`config.mk`:
```
export PLATFORM = sky130hd
export DESIGN_NAME = mips_mem_arbiter
export DESIGN_NICKNAME = d
export VERILOG_FILES = /design/src/rtl/mips_mem_arbiter.sv
export SDC_FILE = /design/constraint.sdc
export NUM_CORES = 1
export LEC_CHECK = 0
export CAP_MARGIN = 20
export CORE_ASPECT_RATIO = 1.5
export CORE_MARGIN = 2
export CORE_UTILIZATION = 35
export DETAILED_ROUTE_END_ITERATION = 10
export PLACE_DENSITY_LB_ADDON = 0.2
export SLEW_MARGIN = 40
export SYNTH_ARGS = -nofsm -noshare
export SYNTH_HDL_FRONTEND = slang
export SYNTH_SLANG_ARGS = --single-unit
```
`constraint.sdc`:
```
create_clock -name clk -period 1.78 [get_ports clk]
set_clock_uncertainty 0.1 [all_clocks]
set_input_delay 0.178 -clock clk [delete_from_list [all_inputs] [get_ports clk]]
set_output_delay 0.178 -clock clk [all_outputs]
set_load 0.03 [all_outputs]
```
`src/rtl/mips_mem_arbiter.sv`:
```
// Shares one single-port memory between the MIPS instruction-fetch and data ports.
// Per-access round-robin arbitration, read-latency counting and read-data return to the winner.
module mips_mem_arbiter #(
    parameter int READ_LATENCY = 1
) (
    input  logic        clk,
    input  logic        reset,
    input  logic        clk_enable,

    input  logic        instr_req,
    input  logic [31:0] instr_address,
    output logic        instr_waitrequest,
    output logic        instr_rvalid,
    output logic [31:0] instr_readdata,

    input  logic        data_read,
    input  logic        data_write,
    input  logic [31:0] data_address,
    input  logic [31:0] data_writedata,
    output logic        data_waitrequest,
    output logic        data_rvalid,
    output logic [31:0] data_readdata,

    output logic [31:0] mem_address,
    output logic        mem_read,
    output logic        mem_write,
    output logic [31:0] mem_writedata,
    input  logic [31:0] mem_readdata
);

    localparam logic [0:0] IDLE    = 1'b0;
    localparam logic [0:0] RD_WAIT = 1'b1;

    localparam logic PORT_INSTR = 1'b0;
    localparam logic PORT_DATA  = 1'b1;

    localparam logic [1:0] LAT_INIT = 2'(READ_LATENCY - 1);

    logic [0:0] state;
    logic       owner;
    logic       rr_ptr;
    logic [1:0] lat_cnt;

    logic data_req;
    logic can_grant;
    logic grant_data;
    logic grant_instr;
    logic grant_read;

    // Arbitration is combinational so the winner's strobe issues in the request cycle.
    always_comb begin
        data_req    = data_read | data_write;
        can_grant   = reset & clk_enable & (state == IDLE);
        grant_data  = can_grant & data_req & (~instr_req | (rr_ptr == PORT_DATA));
        grant_instr = can_grant & instr_req & ~grant_data;
        grant_read  = grant_instr | (grant_data & ~data_write);
    end

    always_comb begin
        instr_waitrequest = ~grant_instr;
        data_waitrequest  = ~grant_data;
        mem_read          = grant_read;
        mem_write         = grant_data & data_write;
        mem_address       = 32'h0;
        mem_writedata     = 32'h0;
        if (grant_data) begin
            mem_address = data_address;
            if (data_write) begin
                mem_writedata = data_writedata;
            end
        end else if (grant_instr) begin
            mem_address = instr_address;
        end
    end

    always_ff @(posedge clk or negedge reset) begin
        if (!reset) begin
            state          <= IDLE;
            owner          <= PORT_INSTR;
            rr_ptr         <= PORT_DATA;
            lat_cnt        <= 2'd0;
            instr_rvalid   <= 1'b0;
            data_rvalid    <= 1'b0;
            instr_readdata <= 32'h0;
            data_readdata  <= 32'h0;
        end else if (clk_enable) begin
            instr_rvalid <= 1'b0;
            data_rvalid  <= 1'b0;
            case (state)
                IDLE: begin
                    if (grant_data || grant_instr) begin
                        rr_ptr <= grant_data ? PORT_INSTR : PORT_DATA;
                    end
                    if (grant_read) begin
                        state   <= RD_WAIT;
                        owner   <= grant_data ? PORT_DATA : PORT_INSTR;
                        lat_cnt <= LAT_INIT;
                    end
                end
                RD_WAIT: begin
                    // Memory data is valid in the cycle where the countdown reaches zero.
                    if (lat_cnt == 2'd0) begin
                        state <= IDLE;
                        if (owner == PORT_DATA) begin
                            data_readdata <= mem_readdata;
                            data_rvalid   <= 1'b1;
                        end else begin
                            instr_readdata <= mem_readdata;
                            instr_rvalid   <= 1'b1;
                        end
                    end else begin
                        lat_cnt <= lat_cnt - 2'd1;
                    end
                end
                default: state <= IDLE;
            endcase
        end
    end

endmodule

```
==> impl_metrics.env, run 1 <==
export IMPL_synthDistinctLibCells=30
export IMPL_fin_hold_ws_ps=204
export IMPL_synthFlopType="dfrtp_1"
export IMPL_cp_data_required_time_ps=1500
export IMPL_worstSetupPathType="reg -> out"
export IMPL_leakage_nw=3.23
export IMPL_critPathBufInv=4
export IMPL_crit_slowest_cell="dfstp_2"
export IMPL_final_layout_size_suffix_gt1_frac=0.409
export IMPL_crit_fanout=6
export IMPL_grt_pass1_vias=4039
export IMPL_status="finished with violations"
export IMPL_synth_area_leaders="dfrtp_1, mux2_2, o211ai_1"
export IMPL_place_congestion=0.784
export IMPL_hold_viol=0
export IMPL_portBuffers=267
export IMPL_dieArea_mm2=0.0112
export IMPL_rsz0062_at_grt="yes"
export IMPL_vias=3904
export IMPL_ant_nets=0
export IMPL_async_flop_share=1.00
export IMPL_rows=45
export IMPL_firstDrtPassIters=4
export IMPL_cts_root_buffer="clkbuf_16"
export IMPL_max_slew_margin=0.603
export IMPL_hold_class="in -> async"
export IMPL_startpoint_type="flip-flop"
export IMPL_synth_edf_count=0
export IMPL_drc_errors=0
export IMPL_finalCriticalPeriod_ps=1960
export IMPL_cts_tree="yes"
export IMPL_syn_nets=463
export IMPL_die_y_um=129
export IMPL_initial_core_util=0.358
export IMPL_grt_max_degree=66
export IMPL_end_kind="primary output"
export IMPL_htreeDepth=3
export IMPL_ys_seq_area_frac=0.490
export IMPL_wl_um=14200
export IMPL_crit_chain="buf_6, inv_8, clkbuf_16, o211ai_1, a21oi_2, buf_6"
export IMPL_setup_violations=68
export IMPL_grt_pass1_wl_um=20400
export IMPL_clk_pin_slew_ps=60
export IMPL_clockBufferDepth=2
export IMPL_ys_seq_elements=71
export IMPL_setup_ws_ps=-184
export IMPL_netlist_area_mm2=0.00363
export IMPL_netlist_area_leader_share=0.482
export IMPL_coreArea_mm2=0.0101
export IMPL_drt_iter0_drc=146
export IMPL_grt_overflow_total=0
export IMPL_numCtsBuffers=9
export IMPL_insertion_delay_ps=320
export IMPL_clock_sinks=71
export IMPL_power_density_mw_per_mm2=1330
export IMPL_fmax_ghz=0.509
export IMPL_worst_slew_pin_slew_ps=595
export IMPL_pin_count=268
export IMPL_dpl_hpwl_um=9720
export IMPL_areaGrowthSynthToFinish_pct=108
export IMPL_antenna_found_initial=1
export IMPL_period_share=1.10
export IMPL_maxCapViolations=0
export IMPL_violations="negative setup slack"
export IMPL_grt_usage=0.231
export IMPL_critPathTopFamily="flip-flops"
export IMPL_syn_area_per_cell_um2=11.1
export IMPL_peakVddDrop_uv=1370
export IMPL_cpPeakStageDelay_ps=560
export IMPL_wl_per_cell_um=18.9
export IMPL_cp_arrival_ps=1690
export IMPL_cp_common_cell="buf_6"
export IMPL_dpl_cell_area_mm2=0.00663
export IMPL_fin_area_mm2=0.00754
export IMPL_final_nets=765
export IMPL_yosysTopAreaCell="dfrtp_1"
export IMPL_synth_cells=328
export IMPL_viasPerCell=5.18
export IMPL_die_w_um=87.2
export IMPL_maxSlewViolCount=0
export IMPL_yosys_warnings=0
-- worst reg2reg max path, cell delays in order (launching register included) --
cell      delay [ps]
dfrtp_1          360
inv_1             50
ha_1             250
nand4b_2         150
buf_4            230
mux2_2           360
-- Yosys cell counts, types with 2 or more instances --
cell and instances:
buf_4 2, clkbuf_1 9, nand3_1 34, o211ai_1 32, nand2b_1 2, dfrtp_1 70, nand3b_1 2, nor2_1 2
mux2_2 64, o21ai_0 2, inv_1 6, a21oi_1 32, clkbuf_2 2, nand2_1 5, and2_1 32, buf_2 18
-- registers in the layout, summed over array words and instances, names as in the netlist --
| signal | cells |
|---|---|
| instr_readdata | 32 |
| owner | 1 |
| lat_cnt | 2 |
| data_readdata | 32 |
| rr_ptr | 1 |
| data_rvalid | 1 |
| instr_rvalid | 1 |
| state | 1 |
-- placed cells by master (no fill, tap or decap), types with 2 or more instances in the layout --
cell / count
buf_8: 2
and2_1: 14
a21oi_1: 4
clkinv_4: 2
inv_1: 5
and2_4: 18
o211ai_1: 32
dfrtp_1: 69
bufinv_16: 2
dlymetal6s2s_1: 2
mux2_2: 64
buf_4: 38
clkdlybuf4s50_1: 196
a21oi_2: 28
dlygate4sd3_1: 2
nand2_1: 5
buf_6: 59
o21ai_0: 2
clkbuf_16: 13
buf_12: 12
nand3b_1: 2
and3_4: 4
nand3_1: 34
-- layer usage --
metal  vias up  global-route usage  part of all wire
li1       1796                   -                 -
met3        17              0.0994              0.11
met2       199               0.410              0.52
met1      1892               0.248              0.36
met4         0              0.0688             0.014
met5         -                   0                 0
-- path summary, 6_finish.rpt --
kind	startpoint	to	slack, ps	cells past startpoint
max in group asynchronous	reset	instr_readdata[6]$_DFFE_PN0P_	710	3
min in group clk	clk_enable	data_rvalid$_DFFE_PN0P_	220	3
max reg2reg	lat_cnt[0]$_DFFE_PN0P_	instr_readdata[8]$_DFFE_PN0P_	170	5
min reg2reg	data_readdata[31]$_DFFE_PN0P_	data_readdata[31]$_DFFE_PN0P_	400	1
min	reset	data_rvalid$_DFFE_PN0P_	200	2
max	rr_ptr$_DFFE_PN1P_	mem_address[16]	-180	6
-- per-stage QoR --
step	setup TNS [ps]	total power, W	setup WS [ps]	std cells	util
final	-8800	0.0101	-184	753	0.744
after global routing	-13330	0.0105	-267	752	0.744
after CTS	-9320	0.00997	-163	740	0.713
after detailed placement	-9390	0.00782	-217	719	0.654
after global placement	-6390	0.00773	-127	719	0.654
after floorplan	-116	0.00541	-12.9	328	-
-- cells by family after synthesis --
family                   Yosys count  synth area share
AND/OR/NAND/NOR                   82             0.132
buffers and inverters             37            0.0472
multiplexers                      64             0.198
adder cells (fa/ha/maj)            1           0.00345
flip-flops                        71             0.490
AO/OA/AOI/OAI                     73             0.130
-- timing repair --
item | CTS | global route
setup buffers | 2 | 4
hold endpoints to repair | 6 | 65
pin swaps | 30 | 30
hold buffers | 1 | 1
cloned | 3 | 7
setup endpoints to repair | 68 | 68
resized for setup | 59 | 45
-- where the power goes --
part           total (W)  switching, W  leakage (nW)  internal (W)
Clock            0.00194      0.000667         0.163       0.00127
Combinational    0.00536       0.00277          2.21       0.00258
Sequential       0.00276      0.000383         0.859       0.00238
Total             0.0101       0.00382          3.23       0.00623
-- layout make-up --
| type | count | area [um^2] |
|---|---|---|
| Clock inverter | 6 | 91.3 |
| Timing Repair Buffer | 317 | 3360 |
| Multi-Input combinational cell | 225 | 1890 |
| Sequential cell | 71 | 1780 |
| Antenna cell | 1 | 2.50 |
| Fill cell | 669 | 2590 |
| Tap cell | 117 | 146 |
| Clock buffer | 10 | 239 |
| Inverter | 6 | 30.0 |
(Power assumes the default switching activity.)
==> run 2: changes to the inputs <==
--- a/config.mk
+++ b/config.mk
@@ -6,11 +6,9 @@
 export NUM_CORES = 1
 export LEC_CHECK = 0
 export CAP_MARGIN = 20
-export CORE_ASPECT_RATIO = 1.5
-export CORE_MARGIN = 2
 export CORE_UTILIZATION = 35
 export DETAILED_ROUTE_END_ITERATION = 10
-export PLACE_DENSITY_LB_ADDON = 0.2
+export PLACE_DENSITY = 0.83
 export SLEW_MARGIN = 40
 export SYNTH_ARGS = -nofsm -noshare
 export SYNTH_HDL_FRONTEND = slang
==> run 2 against run 1 <==
  * The run still ends with negative setup slack left
  * Maximum frequency shrank 5.7%
  * Sequential power about the same
  * Clock power down 43%
  * Cell area is 0.80% higher
  * Critical path depth is the same
  * First-iteration DRC count increased by 56%
  * Sequential share of layout area is 0.19 points lower
  * Count of clock-buffer cells in the layout grew 3
  * Worst hold slack worse by 78 ps
  * Setup slack got worse by 120 ps
  * Flip-flop and latch count unchanged
  * Critical endpoint is now mem_address[9]
  * Highest routed layer unchanged
==> impl_metrics.env, run 2 (synthesis results as in run 1) <==
export IMPL_crit_slowest_cell="dfstp_2"
export IMPL_insertion_delay_ps=330
export IMPL_n_antenna_cell=0
export IMPL_grt_overflow_total=0
export IMPL_critPathTopFamily="flip-flops"
export IMPL_fmax_ghz=0.480
export IMPL_grt_max_degree=70
export IMPL_worst_slew_pin_slew_ps=610
export IMPL_areaGrowthSynthToFinish_pct=109
export IMPL_dpl_cell_count=717
export IMPL_fin_area_mm2=0.00760
export IMPL_clockBufferDepth=2
export IMPL_grt_usage=0.278
export IMPL_startpoint_type="flip-flop"
export IMPL_fin_tns_setup_ps=-15180
export IMPL_finalCriticalPeriod_ps=2080
export IMPL_drc_errors=0
export IMPL_r2r_start="rr_ptr$_DFFE_PN1P_"
export IMPL_die_y_um=104
export IMPL_ant_nets=0
export IMPL_critPathBufInv=3
export IMPL_rsz0062_at_grt="yes"
export IMPL_rr_endpoint="owner$_DFFE_PN0P_"
export IMPL_firstDrtPassIters=6
export IMPL_pin_count=268
export IMPL_cp_data_required_time_ps=1500
export IMPL_nFillCells=583
export IMPL_dieArea_mm2=0.0108
export IMPL_wl_um=15600
export IMPL_end_kind="primary output"
export IMPL_layout_common_cells="clkdlybuf4s50_1, dfrtp_1, mux2_2, buf_6, o211ai_1"
export IMPL_final_nets=751
export IMPL_crit_chain="nand2b_4, buf_12, buf_16, nand3_1, a21oi_2, buf_6"
export IMPL_htreeDepth=3
export IMPL_violations="negative setup slack"
export IMPL_period_share=1.17
export IMPL_place_congestion=0.940
export IMPL_instances_no_fill=752
export IMPL_r2r_setup_slack_ps=-40
export IMPL_rr_worst_depth=9
export IMPL_final_layout_size_suffix_gt1_frac=0.452
export IMPL_cts_root_buffer="clkbuf_8"
export IMPL_final_common_cell="clkdlybuf4s50_1"
export IMPL_dpl_hpwl_um=9860
export IMPL_rows=36
export IMPL_clock_sinks=71
export IMPL_wl_per_cell_um=20.7
export IMPL_initial_core_util=0.366
export IMPL_setup_ws_ps=-302
export IMPL_max_slew_margin=0.593
export IMPL_numCtsBuffers=9
export IMPL_worstSetupPathType="reg -> out"
export IMPL_leakage_nw=3.17
export IMPL_cp_startpoint="rr_ptr$_DFFE_PN1P_"
export IMPL_grt_pass1_vias=4267
export IMPL_cp_arrival_ps=1800
export IMPL_cpPeakStageDelay_ps=550
export IMPL_cts_tree="yes"
export IMPL_coreArea_mm2=0.00991
export IMPL_maxCapViolations=0
export IMPL_status="finished with violations"
export IMPL_top_regs="data_readdata: 32 flops, instr_readdata: 32 flops, lat_cnt: 2 flops"
export IMPL_grt_pass1_wl_um=23400
export IMPL_setup_violations=68
export IMPL_dpl_cell_area_mm2=0.00660
export IMPL_hold_viol=0
export IMPL_viasPerCell=5.26
export IMPL_vias=3958
export IMPL_hold_class="in -> async"
export IMPL_crit_fanout=6
export IMPL_p_total_w=0.00928
export IMPL_maxSlewViolCount=0
export IMPL_portBuffers=267
export IMPL_antenna_found_initial=0
export IMPL_power_density_mw_per_mm2=1220
export IMPL_clk_pin_slew_ps=70
export IMPL_peakVddDrop_uv=1120
export IMPL_pre_cts_slack_ps=-128
export IMPL_die_w_um=104
export IMPL_drt_iter0_drc=228
==> run 2: changes by cell type in the layout (fill, tap and decap cells not counted), sizes merged <==
cell | previous run | this run
bufinv | 2 | 0
dlymetal6s2s | 2 | 1
clkinv | 3 | 1
clkbuf | 14 | 15
inv | 7 | 6
diode | 1 | 0
dlygate4sd2 | 0 | 1
buf | 113 | 102
nand2b | 3 | 2
==> run 2: per-stage QoR <==
| step | utilization | hold slack, ps |
|---|---|---|
| finish | 0.767 | 126 |
| global route | 0.767 | 109 |
| CTS | 0.739 | 22.3 |
| detailed placement | 0.666 | -108 |
| global placement | 0.666 | -111 |
| floorplan | - | -218 |
==> run 2: worst max path at each step <==
| stage | endpoint | cells after the start | slack [ps] |
|---|---|---|---|
| after CTS | mem_address[29] | 6 | -270 |
| after floorplan | mem_address[18] | 5 | -10 |
| after global routing | mem_writedata[2] | 5 | -350 |
| after detailed placement | mem_address[29] | 7 | -130 |
| after global placement | mem_address[29] | 7 | -130 |
| final | mem_address[9] | 6 | -300 |
==> run 2: final cells by class <==
class,count,area [um^2],share of cell area
repair buffers,304,3360,0.441
multi-input cells,224,2110,0.278
flip-flops and latches,71,1780,0.234
well taps,133,166,0.0219
clock buffers,13,159,0.0209
inverters,6,22.5,0.00296
clock inverters,1,5.00,0.000658
==> run 2: what timing repair did <==
item,4_1_cts,5_1_grt
buffers inserted,7,4
hold buffers,1,1
resized for setup,111,36
pin swaps,41,33
hold endpoints to repair,2,69
gates cloned,6,2
endpoints found under the setup margin,68,68
==> run 2: power breakdown <==
| part | internal, W | switching (W) |
|---|---|---|
| Combinational | 0.00258 | 0.00284 |
| Clock | 0.000566 | 0.000533 |
| Sequential | 0.00238 | 0.000386 |
==> run 2: metal layers <==
layer / share of wire / routed length, um / track usage / vias to the layer above
li1: - / - / - / 1769
met1: 0.36 / 5540 / 0.315 / 1935
met2: 0.51 / 7900 / 0.472 / 208
met3: 0.094 / 1460 / 0.0883 / 46
met4: 0.044 / 691 / 0.137 / 0
met5: 0 / 0 / 0 / -
